### config.mk
export PLATFORM = sky130hd
export DESIGN_NAME = lsu_ctrl
export DESIGN_NICKNAME = d
export VERILOG_FILES = /design/src/rtl/lsu_pkg.sv /design/src/rtl/lsu_load_ext.sv /design/src/rtl/lsu_ctrl.sv
export SDC_FILE = /design/constraint.sdc
export NUM_CORES = 1
export LEC_CHECK = 0
export ABC_AREA = 1
export BUFFER_PORTS_ARGS = -buffer_cell sky130_fd_sc_hd__buf_2
export CAP_MARGIN = 20
export CORE_MARGIN = 1.5
export CORE_UTILIZATION = 50
export DETAILED_ROUTE_END_ITERATION = 10
export GPL_ROUTABILITY_DRIVEN = 1
export MAX_ROUTING_LAYER = met4
export PLACE_DENSITY = 0.86
export SLEW_MARGIN = 40
export SYNTH_ARGS = -nofsm -noshare
export SYNTH_HDL_FRONTEND = slang
export SYNTH_SLANG_ARGS = --single-unit
### constraint.sdc
create_clock -name clk -period 3.95 [get_ports clk]
set_clock_uncertainty 0.2 [all_clocks]
set_input_delay 0.1975 -clock clk [delete_from_list [all_inputs] [get_ports clk]]
set_output_delay 0.1975 -clock clk [all_outputs]
set_load 0.01 [all_outputs]
### src/rtl/lsu_pkg.sv
// Shared types and constants for the load/store control stage.
// Size codes match the data memory's section select encoding.
package lsu_pkg;

   typedef enum logic [1:0] {
      S_IDLE,
      S_ISSUE,
      S_WAIT,
      S_RESP
   } lsu_state_t;

   localparam logic [1:0] SEC_BYTE = 2'b00;
   localparam logic [1:0] SEC_HALF = 2'b01;
   localparam logic [1:0] SEC_WORD = 2'b10;
   localparam logic [1:0] SEC_NONE = 2'b11;

   localparam logic [2:0] F3_LB  = 3'b000;
   localparam logic [2:0] F3_LH  = 3'b001;
   localparam logic [2:0] F3_LW  = 3'b010;
   localparam logic [2:0] F3_LBU = 3'b100;
   localparam logic [2:0] F3_LHU = 3'b101;
   localparam logic [2:0] F3_SB  = 3'b000;
   localparam logic [2:0] F3_SH  = 3'b001;
   localparam logic [2:0] F3_SW  = 3'b010;

   typedef struct packed {
      logic        store;
      logic [2:0]  funct3;
      logic [31:0] addr;
      logic [31:0] wdata;
      logic [4:0]  rd;
   } lsu_req_t;

   function automatic logic [2:0] sec_size(input logic [1:0] sec);
      logic [2:0] sz;
      unique case (sec)
         SEC_BYTE: sz = 3'd1;
         SEC_HALF: sz = 3'd2;
         default:  sz = 3'd4;
      endcase
      return sz;
   endfunction

endpackage

### src/rtl/lsu_load_ext.sv
// Load data sign/zero extension from the low lanes of raw memory data.
// Combinational; shared with writeback forwarding.
module lsu_load_ext
   import lsu_pkg::*;
(
   input  logic [2:0]  funct3,
   input  logic [31:0] raw,
   output logic [31:0] data
);

   always_comb begin
      data = raw;
      unique case (funct3)
         F3_LB:   data = {{24{raw[7]}}, raw[7:0]};
         F3_LH:   data = {{16{raw[15]}}, raw[15:0]};
         F3_LBU:  data = {24'h0, raw[7:0]};
         F3_LHU:  data = {16'h0, raw[15:0]};
         default: data = raw;
      endcase
   end

endmodule

### src/rtl/lsu_ctrl.sv
// Load/store control stage feeding the data memory.
// Define LSU_MISALIGN_TRAP_EN to reject misaligned half/word accesses.
module lsu_ctrl
   import lsu_pkg::*;
#(
   parameter int unsigned MEM_N = 20
) (
   input  logic        clk,
   input  logic        rst,
   input  logic        req_valid_i,
   output logic        req_ready_o,
   input  logic        is_load_i,
   input  logic        is_store_i,
   input  logic [2:0]  funct3_i,
   input  logic [31:0] addr_i,
   input  logic [31:0] wdata_i,
   input  logic [4:0]  rd_i,
   output logic        mem_rw_o,
   output logic [1:0]  mem_sec_o,
   output logic [31:0] mem_wdata_o,
   output logic [31:0] mem_addr_o,
   input  logic [31:0] mem_data_i,
   output logic        wb_valid_o,
   output logic [4:0]  wb_rd_o,
   output logic [31:0] wb_data_o,
   output logic        stall_o,
   output logic        err_o
);

   lsu_state_t  state_q, state_d;
   lsu_req_t    req_q;
   logic        err_q;
   logic [31:0] wb_data_q;
   logic [4:0]  wb_rd_q;
   logic [31:0] ext_data;

   logic        accept;
   logic        legal;
   logic        f3_ok;
   logic        range_ok;
   logic        align_ok;
   logic [32:0] last_byte;

   assign accept = (state_q == S_IDLE) & req_valid_i
                 & (is_load_i | is_store_i);

   always_comb begin
      f3_ok = 1'b0;
      if (is_store_i)
         f3_ok = (funct3_i == F3_SB) | (funct3_i == F3_SH)
               | (funct3_i == F3_SW);
      else
         f3_ok = (funct3_i == F3_LB) | (funct3_i == F3_LH)
               | (funct3_i == F3_LW) | (funct3_i == F3_LBU)
               | (funct3_i == F3_LHU);
   end

   // 33-bit sum so a wrap near 2^32 cannot look in range
   assign last_byte = {1'b0, addr_i}
                    + {30'd0, sec_size(funct3_i[1:0])} - 33'd1;
   assign range_ok  = last_byte <= 33'(MEM_N);

`ifdef LSU_MISALIGN_TRAP_EN
   always_comb begin
      align_ok = 1'b1;
      if (funct3_i[1:0] == SEC_HALF)
         align_ok = ~addr_i[0];
      else if (funct3_i[1:0] == SEC_WORD)
         align_ok = (addr_i[1:0] == 2'b00);
   end
`else
   assign align_ok = 1'b1;
`endif

   assign legal = ~(is_load_i & is_store_i) & f3_ok
                & range_ok & align_ok;

   always_comb begin
      state_d = state_q;
      unique case (state_q)
         S_IDLE:  if (accept & legal) state_d = S_ISSUE;
         S_ISSUE: state_d = req_q.store ? S_IDLE : S_WAIT;
         S_WAIT:  state_d = S_RESP;
         S_RESP:  state_d = S_IDLE;
         default: state_d = S_IDLE;
      endcase
   end

   always_ff @(posedge clk) begin
      if (rst) begin
         state_q   <= S_IDLE;
         req_q     <= '0;
         err_q     <= 1'b0;
         wb_data_q <= '0;
         wb_rd_q   <= '0;
      end else begin
         state_q <= state_d;
         err_q   <= accept & ~legal;
         if (accept & legal) begin
            req_q.store  <= is_store_i;
            req_q.funct3 <= funct3_i;
            req_q.addr   <= addr_i;
            req_q.wdata  <= wdata_i;
            req_q.rd     <= rd_i;
         end
         if (state_q == S_WAIT) begin
            wb_data_q <= ext_data;
            wb_rd_q   <= req_q.rd;
         end
      end
   end

   lsu_load_ext u_ext (
      .funct3 (req_q.funct3),
      .raw    (mem_data_i),
      .data   (ext_data)
   );

   assign req_ready_o = (state_q == S_IDLE);
   assign stall_o     = (state_q != S_IDLE);
   assign wb_valid_o  = (state_q == S_RESP);
   assign wb_data_o   = wb_data_q;
   assign wb_rd_o     = wb_rd_q;
   assign err_o       = err_q;

   assign mem_rw_o    = (state_q == S_ISSUE) & req_q.store;
   assign mem_sec_o   = (state_q == S_ISSUE) ? req_q.funct3[1:0]
                                             : SEC_NONE;
   assign mem_addr_o  = req_q.addr;
   assign mem_wdata_o = mem_rw_o ? req_q.wdata : 32'h0;

endmodule

==> results of run 1 <==
## stage by stage
step	power, mW	area, sq um	utilization, %
after global routing	3.44	10700	70.4
after floorplan	1.54	7800	-
after global placement	1.70	8750	57.6
after CTS	3.29	10400	68.1
final	3.32	10700	70.4
after detailed placement	1.70	8750	57.6
## worst min-delay path, delay by kind of cell
family,cells,cell delay [ns]
buf+inv,3,0.18
compound gates,1,0.15
simple gates,1,0.11
## what timing repair did
action | 4_1_cts | 5_1_grt
endpoints found under the hold margin | 103 | 0
hold buffers | 103 | 0
buffers inserted | 0 | 3
endpoints found under the setup margin | 0 | 74
gates resized for setup | 0 | 41
## metal layers
metal | part of all wire [%] | global-route usage, % | up-vias
met5 | 0 | - | -
met4 | 4.7 | 16.6 | 0
met3 | 7.1 | 5.26 | 116
met2 | 48 | 53.9 | 451
met1 | 40 | 33.7 | 4102
li1 | - | - | 4597
## sequential cells by signal (all words and copies together), names as in the netlist, named ones only
signal      count
err_o           1
mem_addr_o     32
req_q          41
state_q         1
wb_data_o      32
wb_rd_o         5
## cell type report
cell class              instances  area share, %
inverters                     254           8.92
repair buffers                339           22.6
clock inverters                15           1.39
clock buffers                  17           3.97
flip-flops and latches        113           21.1
well taps                     188           2.20
multi-input cells             912           39.8
## cell usage after synthesis
library cell    n
fa_1            1
buf_2           8
nor2_2          1
inv_1         241
buf_4          33
nor3b_1         2
a21oi_2         3
and3_1          1
clkbuf_1       24
o211a_1         1
o21ai_0        22
nand4_1         9
nand2_1       422
clkinv_1        2
or2_2           1
ha_1           34
nand3_1        52
o21a_1          1
o21bai_1        5
a21boi_0        1
a31oi_1         2
nand2_2         1
inv_2          11
o221ai_1        7
a21oi_1        31
and2_1          3
a41oi_1         1
dfxtp_1       113
nor3_1          7
xor2_1          3
o211ai_1       17
nand3b_1       11
buf_6           6
nor2_1        271
nand3_2         1
## kinds of logic after synthesis
kind of cell,share of synthesized area (%)
and+or+nand+nor,39.8
adders and majority gates,5.71
AOI/OAI and AO/OA,7.23
xor gates and xnor gates,0.337
DFF,29.0
buffers and inverters,17.9
## report_power, final
| group | internal, mW | switching [mW] |
|---|---|---|
| clock network | 0.884 | 0.635 |
| logic | 0.270 | 0.391 |
| registers | 1.14 | 0.000158 |
| total | 2.29 | 1.03 |
## how the worst max path moves through the flow
stage	cells after the start	start	to	slack, ns
floorplan	23	funct3_i[0]	mem_addr_o[0]	0.75
global placement	24	funct3_i[0]	req_q[69]	0.36
detailed placement	24	funct3_i[0]	req_q[69]	0.23
CTS	26	funct3_i[0]	req_q[71]	0.09
global route	23	funct3_i[1]	mem_addr_o[1]	0.01
finish	25	funct3_i[1]	mem_addr_o[28]	0.26
## cell usage in the layout, fill, tap and decap left out, types with 2 or more instances in the layout
master / Yosys / routed
a21oi_2: 3 / 3
clkinv_2: 0 / 3
clkinv_4: 0 / 3
buf_6: 6 / 8
dlygate4sd3_1: 0 / 102
o211ai_1: 17 / 17
buf_2: 8 / 214
buf_4: 33 / 6
a31oi_1: 2 / 2
nand2_1: 422 / 415
nand4_1: 9 / 9
nor3_1: 7 / 6
buf_8: 0 / 2
clkbuf_16: 0 / 22
nand3_2: 1 / 4
xor2_1: 3 / 3
nand3_1: 52 / 48
inv_1: 241 / 235
nand3b_1: 11 / 11
a21oi_1: 31 / 31
nand2_2: 1 / 8
and2_1: 3 / 3
clkinv_1: 2 / 2
nor2_2: 1 / 12
inv_2: 11 / 16
o21ai_0: 22 / 21
o221ai_1: 7 / 7
nand3_4: 0 / 2
dfxtp_1: 113 / 113
o21bai_1: 5 / 5
inv_8: 0 / 2
inv_6: 0 / 6
ha_1: 34 / 33
nor2_1: 271 / 259
==> summary.txt, run 1 <==
Synthesis
  • Avg Inst Size Synth: 5.78 sq um
  • Post-synthesis sequential area ratio: 29.0%
  • Mapped Area: 7800 sq um
  • Top cells by area, synth: dfxtp_1 (29%), nand2_1 (20%), nor2_1 (13%)
  • Ys Warns: 0
  • Syn_nets: 1493
  • Post-Syn Instances: 1349
  • Yosys top cell area share: 29.0%
  • Area leader, netlist: dfxtp_1
  • Yosys cell types: 35
  • Synthesized flop and latch total: 113

Critical path
  • Slowest CP cell: dlygate4sd3_1
  • Startpoint types: input pin
  • Critical path buffer and inverter count: 6
  • Arrival @ worst endpoint: 3.80 ns
  • Crit-path leading delay family: simple AND/OR/NAND/NOR gates
  • Setup slack, reg-to-reg: 1.41 ns
  • Crit. End Element: register
  • Reg-to-reg startpoint: req_q[70]
  • FF-to-FF path depth: 8
  • Worst path required time: 4.07 ns
  • Reg2reg end: wb_data_o[16]
  • Max Fanout on Critical Path: 9
  • Kind of critical path: in2reg
  • CP max stage delay: 0.60 ns

Timing
  • Hold Vio Cnt, Final: 0
  • Fin crit period: 3.69 ns
  • Final Setup Violations: 0
  • Final period util: 93.4%
  • Max frequency: 0.271 GHz
  • TNS Setup: 0 ns
  • Slew Limit Fails: 0
  • Setup ws final: 0.262 ns
  • Worst hold slack: 0.0424 ns
  • RSZ-0062 raised after global routing: no
  • Worst Tran Pin Value: 0.739 ns
  • Max_slew headroom: 50.6%

Die
  • Die Span X: 128 um
  • Initial Utilization: 51.3%
  • Core ar.: 15200 sq um
  • # rows: 45
  • I/O pin cnt: 217
  • Die height: 128 um
  • Die area: 16400 sq um

Clocking
  • Clk sinks: 113
  • Root cell of the clock tree: clkbuf_16
  • Clock transition at path regs: 0.06 ns
  • Clk_lat worst skew: 0.42 ns
  • Clock buffer depth: 2
  • TritonCTS clock tree: built
  • Total CTS buffers: 17
  • CTS HTree Levels: 4

Placement
  • Final GP Congestion: 0.950
  • Hpwl dp: 15900 um
  • Dpl cells: 1689
  • Dpl ws: 0.227 ns
  • Port buffer count: 216

Routing
  • Initial detailed-routing violation count: 863
  • Drt total wl: 26900 um
  • Post-route ant nets: 0
  • Drt pass-1 iters: 6
  • Residual DRC count: 0
  • Via density: 5.04
  • Wire length per cell: 14.7 um
  • Via count: 9266

Cells and area
  • Number of fillers in the final layout: 1211
  • Register area: 2260 sq um
  • NumNets Final: 1781
  • N_diodes: 0
  • Multi-input logic area: 4260 sq um
  • Syn-to-layout area delta: 37.2%
  • Fin cells: 1838
  • Share of cells above drive strength 1: 19.4%

Global routing
  • Total track usage: 30.9%
  • Largest net degree at the start of global routing: 74
  • Initial antenna violation count: 0
  • Grt total ovfl: 0
  • Vias in the first global route: 8781
  • First-pass GRT wire length: 39600 um

Power
  • Maximum VDD drop: 0.000274 V
  • PD cells: 310 nW/um^2
  • Lkg Pwr: 6.29 nW

Run
  • Max-cap violations: 0

Min path
  • WHS Endpoint: wb_data_o[14]
  • Hold_sp: mem_data_i[14]
  • Hold depth: 5
  • Worst Hold Class: in2reg

Run status
  • Status: complete, no violations
No activity file was read; power rests on OpenSTA's default activity.
==> run 2: changes to the inputs <==
--- a/config.mk
+++ b/config.mk
@@ -7,12 +7,10 @@
 export LEC_CHECK = 0
 export ABC_AREA = 1
 export BUFFER_PORTS_ARGS = -buffer_cell sky130_fd_sc_hd__buf_2
-export CAP_MARGIN = 20
 export CORE_MARGIN = 1.5
 export CORE_UTILIZATION = 50
 export DETAILED_ROUTE_END_ITERATION = 10
 export GPL_ROUTABILITY_DRIVEN = 1
-export MAX_ROUTING_LAYER = met4
 export PLACE_DENSITY = 0.86
 export SLEW_MARGIN = 40
 export SYNTH_ARGS = -nofsm -noshare
==> summary.txt, run 2 (same netlist as run 1, synthesis figures left out) <==
Run status
  • Status: complete, no violations (unchanged)

Timing
  • Max frequency: 0.265 GHz (was 0.271 GHz)
  • Worst Tran Pin Value: 0.734 ns (was 0.739 ns)
  • Fin crit period: 3.77 ns (was 3.69 ns)
  • Final period util: 95.4% (was 93.4%)
  • Setup ws final: 0.182 ns (was 0.262 ns)
  • Max_slew headroom: 50.9% (was 50.6%)
  • Final Setup Violations: 0 (unchanged)
  • Hold Vio Cnt, Final: 0 (unchanged)
  • Slew Limit Fails: 0 (unchanged)
  • TNS Setup: 0 ns (unchanged)

Cells and area
  • NumNets Final: 1780 (was 1781)
  • Most frequent cells in the layout: nand2_1 (417), nor2_1 (249), inv_1 (236), buf_2 (214), dfxtp_1 (113) (was nand2_1 (415), nor2_1 (259), inv_1 (235), buf_2 (214), dfxtp_1 (113))
  • Utilization after layout: 70.7% (was 70.4%)
  • Syn-to-layout area delta: 37.8% (was 37.2%)
  • Commonest non-fill, non-tap cell in the layout: nand2_1 (unchanged)
  • Reg with most FFs: req_q (unchanged)
  • Max reg flops: 41 (unchanged)
  • Share of cells above drive strength 1: 19.5% (was 19.4%)

Clocking
  • TritonCTS clock tree: built (unchanged)
  • Clock transition at path regs: 0.06 ns (about the same)
  • Total CTS buffers: 17 (unchanged)
  • Clock buffer depth: 2 (unchanged)
  • Root cell of the clock tree: clkbuf_16 (unchanged)
  • CTS HTree Levels: 4 (unchanged)
  • Clk sinks: 113 (unchanged)
  • Clk_lat worst skew: 0.43 ns (was 0.42 ns)

Critical path
  • Startpoint types: input pin (unchanged)
  • Max Fanout on Critical Path: 33 (was 9)
  • Cell mode on critical path: nand2_1
  • FF-to-FF path depth: 8 (unchanged)
  • Kind of critical path: in2reg (unchanged)
  • Crit-path leading delay family: simple AND/OR/NAND/NOR gates (unchanged)
  • Critical path buffer and inverter count: 6 (unchanged)
  • Worst path required time: 4.10 ns (was 4.07 ns)
  • Reg2reg end: wb_data_o[30] (was wb_data_o[16])
  • Crit. End Element: register (unchanged)
  • Arrival @ worst endpoint: 3.92 ns (was 3.80 ns)
  • Setup slack, reg-to-reg: 1.35 ns (was 1.41 ns)
  • Slowest CP cell: dlygate4sd3_1 (unchanged)
  • CP max stage delay: 0.60 ns (about the same)
  • Reg-to-reg startpoint: req_q[70] (unchanged)

Routing
  • Via count: 9371 (was 9266)
  • Drt total wl: 27700 um (was 26900 um)
  • Wire length per cell: 15.1 um (was 14.7 um)
  • Via density: 5.10 (was 5.04)
  • Drt pass-1 iters: 7 (was 6)
  • Initial detailed-routing violation count: 710 (was 863)
  • Post-route ant nets: 0 (unchanged)
  • Residual DRC count: 0 (unchanged)

Power
  • Logic gate share of total power: 19.3% (was 19.9%)
  • Internal power: 2.41 mW (was 2.29 mW)
  • Lkg Pwr: 6.29 nW (about the same)
  • NetSw: 997 uW (was 1.03 mW)
  • PD cells: 317 nW/um^2 (was 310 nW/um^2)
  • Maximum VDD drop: 0.000283 V (was 0.000274 V)
  • Reg power frac: 33.5% (was 34.3%)
  • Switching portion of total power: 29.3% (was 30.9%)
  • Clock Power Share: 47.2% (was 45.8%)

Die
  • Die Span X: 128 um (unchanged)
  • Initial Utilization: 51.3% (unchanged)
  • Die height: 128 um (unchanged)
  • I/O pin cnt: 217 (unchanged)
  • Core ar.: 15200 sq um (unchanged)
  • Die area: 16400 sq um (unchanged)
  • # rows: 45 (unchanged)

Run
  • Max-cap violations: 0 (unchanged)

Global routing
  • Vias in the first global route: 8864 (was 8781)
  • Grt total ovfl: 0 (unchanged)
  • First-pass GRT wire length: 40500 um (was 39600 um)
  • Largest net degree at the start of global routing: 74 (unchanged)
  • Total track usage: 30.9% (about the same)
  • Initial antenna violation count: 0 (unchanged)

Min path
  • Hold_sp: funct3_i[0] (was mem_data_i[14])
  • Worst Hold Class: in2reg (unchanged)
  • WHS Endpoint: req_q[69] (was wb_data_o[14])
  • Hold depth: 3 (was 5)

Placement
  • Dpl ws: 0.183 ns (was 0.227 ns)
  • Port buffer count: 216 (unchanged)
  • Final GP Congestion: 0.936 (was 0.950)
  • Hpwl dp: 15800 um (was 15900 um)
[run 2: timing repair]
action	CTS	global route
hold endpoints to repair	104	0
gates resized for setup	0	47
hold buffers	104	0
setup buffers	0	2
endpoints found under the setup margin	0	74
[run 2: per-layer routing]
| metal | share of wire, % | wire length [um] | global-route usage, % | vias up |
|---|---|---|---|---|
| met3 | 7.6 | 2120 | 7.14 | 154 |
| met4 | 6.1 | 1690 | 18.6 | 0 |
| met2 | 47 | 13100 | 54.5 | 499 |
| li1 | - | - | - | 4601 |
| met1 | 39 | 10800 | 33.7 | 4117 |
| met5 | 0 | 0 | 0 | - |
[run 2: tightest hold or removal path, delay by kind of cell]
family	cells	cell delay (ns)
buf+inv	1	0.26
simple gates	2	0.20
[run 2: how the worst max path moves through the flow]
stage / cells past startpoint / end / start / slack, ns
floorplan: 23 / mem_addr_o[0] / funct3_i[0] / 0.75
global placement: 24 / req_q[69] / funct3_i[0] / 0.37
detailed placement: 24 / req_q[69] / funct3_i[0] / 0.18
CTS: 25 / req_q[69] / funct3_i[0] / 0.02
global route: 23 / req_q[31] / funct3_i[1] / -0.009
finish: 26 / req_q[71] / funct3_i[1] / 0.18
[run 2: cell type report]
class                   instances  area, sq um
diodes                          1         2.50
clock buffers                  17          425
clock inverters                14          180
fillers                      1209         4450
inverters                     254          955
multi-input cells             912         4280
flip-flops and latches        113         2260
well taps                     188          235
repair buffers                338         2410
[run 2: power groups by stage]
stage	sequential [mW]	combinational [mW]	clock, mW
CTS	1.14	0.622	1.62
finish	1.14	0.657	1.61
detailed placement	1.17	0.538	0
global placement	1.17	0.533	0
global route	1.14	0.735	1.67
floorplan	1.17	0.373	0
[run 2: per-stage QoR]
step | std cells | hold slack (ns) | power [mW] | instance area (sq um)
2_1_floorplan | 1349 | 0.0666 | 1.54 | 7800
3_3_place_gp | 1689 | 0.186 | 1.70 | 8750
3_5_place_dp | 1689 | 0.188 | 1.70 | 8750
4_1_cts | 1824 | 0.0300 | 3.38 | 10400
5_1_grt | 1836 | 0.0801 | 3.54 | 10700
6_report | 1837 | 0.0719 | 3.40 | 10700
